**config.mk**
```make
export PLATFORM = sky130hd
export DESIGN_NAME = mem_stage
export DESIGN_NICKNAME = d
export VERILOG_FILES = /design/src/rtl/mem_stage_pkg.sv /design/src/rtl/mem_align.sv /design/src/rtl/mem_stage.sv
export SDC_FILE = /design/constraint.sdc
export NUM_CORES = 1
export LEC_CHECK = 0
export CAP_MARGIN = 20
export CORE_ASPECT_RATIO = 0.8
export CORE_MARGIN = 10
export CORE_UTILIZATION = 45
export DETAILED_ROUTE_END_ITERATION = 10
export PLACE_DENSITY = 0.84
export RECOVER_POWER = 25
export SLEW_MARGIN = 20
export SYNTH_ARGS = -nofsm -noshare
export SYNTH_HDL_FRONTEND = slang
export SYNTH_SLANG_ARGS = --single-unit
```
**constraint.sdc**
```tcl
create_clock -name clk_i -period 3.4 [get_ports clk_i]
set_clock_uncertainty 0.05 [all_clocks]
set_input_delay 0.51 -clock clk_i [delete_from_list [all_inputs] [get_ports clk_i]]
set_output_delay 0.51 -clock clk_i [all_outputs]
set_load 0.02 [all_outputs]
```
**src/rtl/mem_stage_pkg.sv**
```systemverilog
`default_nettype none
// ============================================================
// mem_stage_pkg : shared encodings for the memory-access stage
// Rev 1.0
// ============================================================
package mem_stage_pkg;

  localparam logic [1:0] MEM_NONE  = 2'd0;
  localparam logic [1:0] MEM_LOAD  = 2'd1;
  localparam logic [1:0] MEM_STORE = 2'd2;

  localparam logic [2:0] F3_B  = 3'b000;
  localparam logic [2:0] F3_H  = 3'b001;
  localparam logic [2:0] F3_W  = 3'b010;
  localparam logic [2:0] F3_BU = 3'b100;
  localparam logic [2:0] F3_HU = 3'b101;

  localparam logic [1:0] WB_ALU = 2'd0;
  localparam logic [1:0] WB_MEM = 2'd1;
  localparam logic [1:0] WB_PC4 = 2'd2;

  typedef enum logic [1:0] {
    ST_IDLE = 2'd0,
    ST_REQ  = 2'd1,
    ST_WAIT = 2'd2
  } state_t;

  typedef enum logic [1:0] {
    SZ_B = 2'd0,
    SZ_H = 2'd1,
    SZ_W = 2'd2
  } size_t;

  // Unlisted funct3 codes are handled as full-word accesses.
  function automatic size_t f3_size(input logic [2:0] f3);
    case (f3)
      F3_B, F3_BU: return SZ_B;
      F3_H, F3_HU: return SZ_H;
      F3_W:        return SZ_W;
      default:     return SZ_W;
    endcase
  endfunction

endpackage
`default_nettype wire

```
**src/rtl/mem_align.sv**
```systemverilog
`default_nettype none
// ============================================================
// mem_align : store lane steering, load extraction, misalignment
// Rev 1.0
// ============================================================
module mem_align
  import mem_stage_pkg::*;
(
  input  logic [1:0]  off_i,
  input  logic [2:0]  funct3_i,
  input  logic [31:0] store_data_i,
  input  logic [31:0] load_word_i,
  output logic [3:0]  be_o,
  output logic [31:0] wdata_o,
  output logic [31:0] load_data_o,
  output logic        misalign_o
);

  size_t       w_size;
  logic [31:0] w_sh;

  always_comb begin
    w_size     = f3_size(funct3_i);
    w_sh       = load_word_i >> {off_i, 3'b000};
    be_o       = 4'b1111;
    wdata_o    = store_data_i;
    misalign_o = 1'b0;
    case (w_size)
      SZ_B: begin
        be_o    = 4'b0001 << off_i;
        wdata_o = {4{store_data_i[7:0]}};
      end
      SZ_H: begin
        be_o       = 4'b0011 << off_i;
        wdata_o    = {2{store_data_i[15:0]}};
        misalign_o = off_i[0];
      end
      default: begin
        be_o       = 4'b1111;
        misalign_o = |off_i;
      end
    endcase

    // Word loads are always aligned here, so w_sh equals the raw word.
    case (funct3_i)
      F3_B:    load_data_o = {{24{w_sh[7]}}, w_sh[7:0]};
      F3_BU:   load_data_o = {24'h000000, w_sh[7:0]};
      F3_H:    load_data_o = {{16{w_sh[15]}}, w_sh[15:0]};
      F3_HU:   load_data_o = {16'h0000, w_sh[15:0]};
      default: load_data_o = w_sh;
    endcase
  end

endmodule
`default_nettype wire

```
**src/rtl/mem_stage.sv**
```systemverilog
`default_nettype none
// ============================================================
// mem_stage : memory-access stage with req/gnt/rvalid data bus
// Rev 1.0
// ============================================================
module mem_stage
  import mem_stage_pkg::*;
#(
  parameter int MAX_WAIT = 16
) (
  input  logic        clk_i,
  input  logic        rst_n_i,
  input  logic        valid_i,
  output logic        ready_o,
  input  logic [31:0] alu_result_i,
  input  logic [31:0] rs2_data_i,
  input  logic [31:0] pc_plus4_i,
  input  logic [1:0]  mem_op_i,
  input  logic [2:0]  funct3_i,
  input  logic [1:0]  wb_sel_i,
  input  logic [4:0]  rd_addr_i,
  input  logic        rd_we_i,
  output logic        dmem_req_o,
  output logic        dmem_we_o,
  output logic [31:0] dmem_addr_o,
  output logic [3:0]  dmem_be_o,
  output logic [31:0] dmem_wdata_o,
  input  logic        dmem_gnt_i,
  input  logic        dmem_rvalid_i,
  input  logic [31:0] dmem_rdata_i,
  output logic        valid_o,
  output logic [4:0]  rd_addr_o,
  output logic        rd_we_o,
  output logic [31:0] wb_data_o,
  output logic        misalign_o,
  output logic        bus_err_o
);

  localparam int             CNT_W       = $clog2(MAX_WAIT + 1);
  localparam logic [CNT_W-1:0] C_CNT_LAST = CNT_W'(MAX_WAIT - 1);
  localparam logic [CNT_W-1:0] C_CNT_SAT  = CNT_W'(MAX_WAIT);

  state_t           r_state, w_state_nxt;
  logic [CNT_W-1:0] r_cnt;
  logic [31:0]      r_addr, r_wdata;
  logic [3:0]       r_be;
  logic             r_we, r_rd_we;
  logic [2:0]       r_funct3;
  logic [4:0]       r_rd_addr;

  logic        w_is_mem, w_accept, w_start;
  logic        w_store_done, w_load_done, w_timeout;
  logic [1:0]  w_off;
  logic [2:0]  w_funct3;
  logic [3:0]  w_be;
  logic [31:0] w_wdata, w_load_data;
  logic        w_misalign;

  // Idle: steer the incoming instruction; busy: extract with the latched access.
  assign w_off    = (r_state == ST_IDLE) ? alu_result_i[1:0] : r_addr[1:0];
  assign w_funct3 = (r_state == ST_IDLE) ? funct3_i : r_funct3;

  mem_align u_align (
    .off_i        (w_off),
    .funct3_i     (w_funct3),
    .store_data_i (rs2_data_i),
    .load_word_i  (dmem_rdata_i),
    .be_o         (w_be),
    .wdata_o      (w_wdata),
    .load_data_o  (w_load_data),
    .misalign_o   (w_misalign)
  );

  always_comb begin
    case (mem_op_i)
      MEM_LOAD, MEM_STORE: w_is_mem = 1'b1;
      MEM_NONE:            w_is_mem = 1'b0;
      default:             w_is_mem = 1'b0;
    endcase
  end

  assign w_accept     = valid_i && (r_state == ST_IDLE);
  assign dmem_we_o    = r_we;
  assign dmem_addr_o  = {r_addr[31:2], 2'b00};
  assign dmem_be_o    = r_be;
  assign dmem_wdata_o = r_wdata;

  always_comb begin
    w_state_nxt  = r_state;
    w_start      = 1'b0;
    w_store_done = 1'b0;
    w_load_done  = 1'b0;
    w_timeout    = 1'b0;
    ready_o      = (r_state == ST_IDLE);
    dmem_req_o   = (r_state == ST_REQ);
    case (r_state)
      ST_IDLE: begin
        if (w_accept && w_is_mem && !w_misalign) begin
          w_start     = 1'b1;
          w_state_nxt = ST_REQ;
        end
      end
      ST_REQ: begin
        if (dmem_gnt_i) begin
          w_store_done = r_we;
          w_state_nxt  = r_we ? ST_IDLE : ST_WAIT;
        end else if (r_cnt >= C_CNT_LAST) begin
          w_timeout   = 1'b1;
          w_state_nxt = ST_IDLE;
        end
      end
      ST_WAIT: begin
        // A grant in the last REQ cycle still leaves one WAIT cycle for rvalid.
        if (dmem_rvalid_i) begin
          w_load_done = 1'b1;
          w_state_nxt = ST_IDLE;
        end else if (r_cnt >= C_CNT_LAST) begin
          w_timeout   = 1'b1;
          w_state_nxt = ST_IDLE;
        end
      end
      default: w_state_nxt = ST_IDLE;
    endcase
  end

  always_ff @(posedge clk_i or negedge rst_n_i) begin
    if (!rst_n_i) begin
      r_state <= ST_IDLE;
      r_cnt   <= '0;
    end else begin
      r_state <= w_state_nxt;
      if (w_start) begin
        r_cnt <= '0;
      end else if (r_state != ST_IDLE && r_cnt != C_CNT_SAT) begin
        r_cnt <= r_cnt + 1'b1;
      end
    end
  end

  always_ff @(posedge clk_i or negedge rst_n_i) begin
    if (!rst_n_i) begin
      r_addr     <= '0;
      r_wdata    <= '0;
      r_be       <= '0;
      r_we       <= 1'b0;
      r_funct3   <= '0;
      r_rd_addr  <= '0;
      r_rd_we    <= 1'b0;
      valid_o    <= 1'b0;
      rd_addr_o  <= '0;
      rd_we_o    <= 1'b0;
      wb_data_o  <= '0;
      misalign_o <= 1'b0;
      bus_err_o  <= 1'b0;
    end else begin
      valid_o    <= 1'b0;
      rd_we_o    <= 1'b0;
      misalign_o <= 1'b0;
      bus_err_o  <= 1'b0;

      if (w_start) begin
        r_addr    <= alu_result_i;
        r_wdata   <= w_wdata;
        r_be      <= w_be;
        r_we      <= (mem_op_i == MEM_STORE);
        r_funct3  <= funct3_i;
        r_rd_addr <= rd_addr_i;
        r_rd_we   <= rd_we_i;
      end

      if (w_accept && !w_is_mem) begin
        valid_o   <= 1'b1;
        rd_we_o   <= rd_we_i;
        rd_addr_o <= rd_addr_i;
        case (wb_sel_i)
          WB_PC4:         wb_data_o <= pc_plus4_i;
          WB_ALU, WB_MEM: wb_data_o <= alu_result_i;
          default:        wb_data_o <= alu_result_i;
        endcase
      end else if (w_accept && w_misalign) begin
        valid_o    <= 1'b1;
        misalign_o <= 1'b1;
        rd_addr_o  <= rd_addr_i;
      end

      if (w_store_done) begin
        valid_o   <= 1'b1;
        rd_addr_o <= r_rd_addr;
      end
      if (w_load_done) begin
        valid_o   <= 1'b1;
        rd_we_o   <= r_rd_we;
        rd_addr_o <= r_rd_addr;
        wb_data_o <= w_load_data;
      end
      if (w_timeout) begin
        valid_o   <= 1'b1;
        bus_err_o <= 1'b1;
        rd_addr_o <= r_rd_addr;
      end
    end
  end

endmodule
`default_nettype wire

```
==> qor.yml <==
detailed_routing:
  vias: 5948
  first_pass_iters: 5
  vias_per_cell: 5.54
  wire_per_inst_um: 22.0
  wl_mm: 23.6
  antenna_left: 0
  drt_iter0_markers: 285
  drc_errors: 0
final_layout:
  areaGrowthSynthToFinish_pct: 46.5
  n_fill_cell: 1161
  final_common_cell: "clkdlybuf4s50_1"
  ff_latch_area_um2: 3150
  num-nets-final: 1025
  multi_input_area_um2: 3160
  layout_common_cells: "clkdlybuf4s50_1, dfrtp_1, a21oi_1"
  drive_above_1_share_pct: 9.16
  fin_util_pct: 66.8
  n_antenna_cell: 0
floorplanning:
  dieHeight_um: 130
  io_pins: 258
  num_rows: 40
  die_w_um: 157
  die-area_um2: 20400
  core_area_um2: 14900
  initial_core_util_pct: 45.6
pwr:
  max-vdd-ir-drop_mv: 0.480
  power_frac_seq_pct: 29.9
  switching_power_mw: 3.41
  pwr-share-comb_pct: 48.9
  power_leakage_nw: 4.17
  p_clk_share_pct: 21.2
  sw_frac_of_total_pct: 38.3
  power.density_nw_per_um2: 897
  p_int_mw: 5.50
timing:
  fin_crit_ps: 3060
  hold_viol: 0
  rsz0062_at_grt: "false"
  drv_slew: 110
  max_freq_ghz: 0.327
  fin_crit_sh_pct: 90.0
  tightest_slew_ps: 2740
  setup_tns_ps: 0
  slew_headroom_pct: -82.6
  setup_viol: 0
hold_path:
  hp-start: "r_addr[5]$_DFFE_PN0P_"
  hold_class: "reg -> reg"
worst_setup_path:
  worstSetupEndpointType: "output port"
  required_ps: 2840
  cp_data_arrival_time_ps: 2500
  setup.worst_path.start: "r_state[0]$_DFFE_PN0P_"
  r2r_start: "r_state[0]$_DFFE_PN0P_"
  cp_common_cell: "buf_4"
  start_kind: "register"
  crit_fanout: 14
  crit_type: "reg -> out"
  slowest_delay_ps: 660
  path_cells: "inv_1, ha_1, buf_4, buf_4, clkdlybuf4s50_1"
  cp_slowest_cell: "clkdlybuf4s50_1"
run_status:
  outcome: "finished with violations"
  violations: "capacitance limit, slew limit"
global_routing:
  antenna_found_initial: 0
  grt_max_degree: 110
  grt_pass1_vias: 6184
  grt_usage_pct: 22.2
  grt_pass1_wl_mm: 34.8
  grt_overflow: 0
synthesis:
  synth-edff-count: 0
  yosysSeqAreaShare_pct: 46.5
  syn_inst: 651
  ys.flop_type: "dfrtp_1"
  synth_area_per_cell_um2: 10.4
  synth_area_um2: 6770
  ys_seq_elements: 126
  synth.distinct_cells: 49
  ys_warn_count: 0
  synthArstFlopShare_pct: 100
placed_design:
  dp_hpwl_mm: 17.3
  routabilityCongestion: 0.855
  io_buffer_count: 255
clocking:
  clkLatencyLatePin_ps: 420
  numCtsBuffers: 17
  numClockSinks: 126
  cts_tree: "yes"
  cts.path.max_buffers: 2
  hold_buffers: 0
  post-cts-setup-buffers: 0
  ctsResizeCount: 0
  clkTransAtPathRegs_ps: 60
  htreeDepth: 4
  cts_root_buffer: "clkbuf_16"
flow_run:
  cap_violations: 1
[critical path: cells and delay by family, from the launching register on]
family	cells	cell delay [ps]
flops	1	410
fa+ha+maj	1	430
buf+inv	4	1220
[metrics by stage]
stage          instance area [um2]  worst slack (ps)  std cells  hold slack (ps)  power, mW
2_1_floorplan                 6780               670        652              164       5.17
3_3_place_gp                  9320               414       1041              406       6.90
3_5_place_dp                  9320               339       1041              424       7.01
4_1_cts                       9930               344       1073              235       8.97
5_1_grt                       9930               166       1073              440       9.36
6_report                      9930               341       1073              431       8.91
[cells by family (layout without fill, tap and decap cells)]
group	after synthesis	count (layout)	share of synthesized area [%]
fa+ha+maj	8	8	1.48
simple gates	114	114	7.50
flops	126	126	46.5
xor+xnor	4	4	0.517
mux	137	137	21.6
buf+inv	93	325	7.22
other cells	1	2	0.0554
compound gates	168	168	15.1
[sequential cells by signal, indices dropped and copies added, names as in the netlist, 2 cells and up]
register / cells
dmem_wdata_o: 32
r_cnt: 5
r_rd_addr: 5
wb_data_o: 32
r_state: 2
r_addr: 32
dmem_be_o: 4
rd_addr_o: 5
r_funct3: 3
[synthesized netlist by cell type (all sizes together) (2+ instances only)]
cell type,n,share of area [%]
a31oi,2,0.18
nand2,40,2.2
o21ai,27,2.0
dfrtp,126,47
xor2,2,0.26
inv,20,1.1
clkbuf,20,1.1
mux2i,69,10
buf,53,5.0
and2,3,0.28
nand3,12,0.89
ha,8,1.5
a32o,2,0.30
nor2b,4,0.37
xnor2,2,0.26
a211oi,18,2.1
nor2,43,2.4
o22a,14,1.8
a21oi,90,6.6
mux2,68,11
nand2b,2,0.18
nor3,3,0.22
nand4,2,0.18
[power groups by stage]
stage / registers (mW) / clock network, mW / logic [mW]
finish: 2.66 / 1.89 / 4.35
global route: 2.74 / 1.97 / 4.64
CTS: 2.66 / 1.91 / 4.40
detailed placement: 2.67 / 0 / 4.35
global placement: 2.63 / 0 / 4.27
floorplan: 3.13 / 0 / 2.04
[routing by layer]
layer  routed length, um  track usage [%]  vias to the layer above  share of wire [%]
li1                    -                -                     2730                  -
met1                9290             25.5                     2900                 39
met2               11300             37.4                      286                 48
met4                 369             6.15                        0                1.6
met5                   0                0                        -                  0
met3                2630             9.18                       32                 11
[final timing paths]
path,end,slack [ps],cells after the start
worst max-delay path,ready_o,340,5
worst min-delay path,r_addr[5]$_DFFE_PN0P_,430,1
worst max register to register,wb_data_o[22]$_DFFE_PN0P_,350,7
worst min register to register,r_addr[5]$_DFFE_PN0P_,430,1
max in group asynchronous,r_rd_addr[3]$_DFFE_PN0P_,810,1
min in group asynchronous,r_addr[12]$_DFFE_PN0P_,910,1
[area by class of cell]
| type | count | share of cell area [%] |
|---|---|---|
| clock buffer | 22 | 4.78 |
| clock inverter | 10 | 1.37 |
| multi-input combinational | 433 | 31.8 |
| tap | 189 | 2.38 |
| inverter | 20 | 0.756 |
| sequential | 126 | 31.8 |
| timing repair buffer | 273 | 27.2 |
No activity file was read; power rests on OpenSTA's default activity.
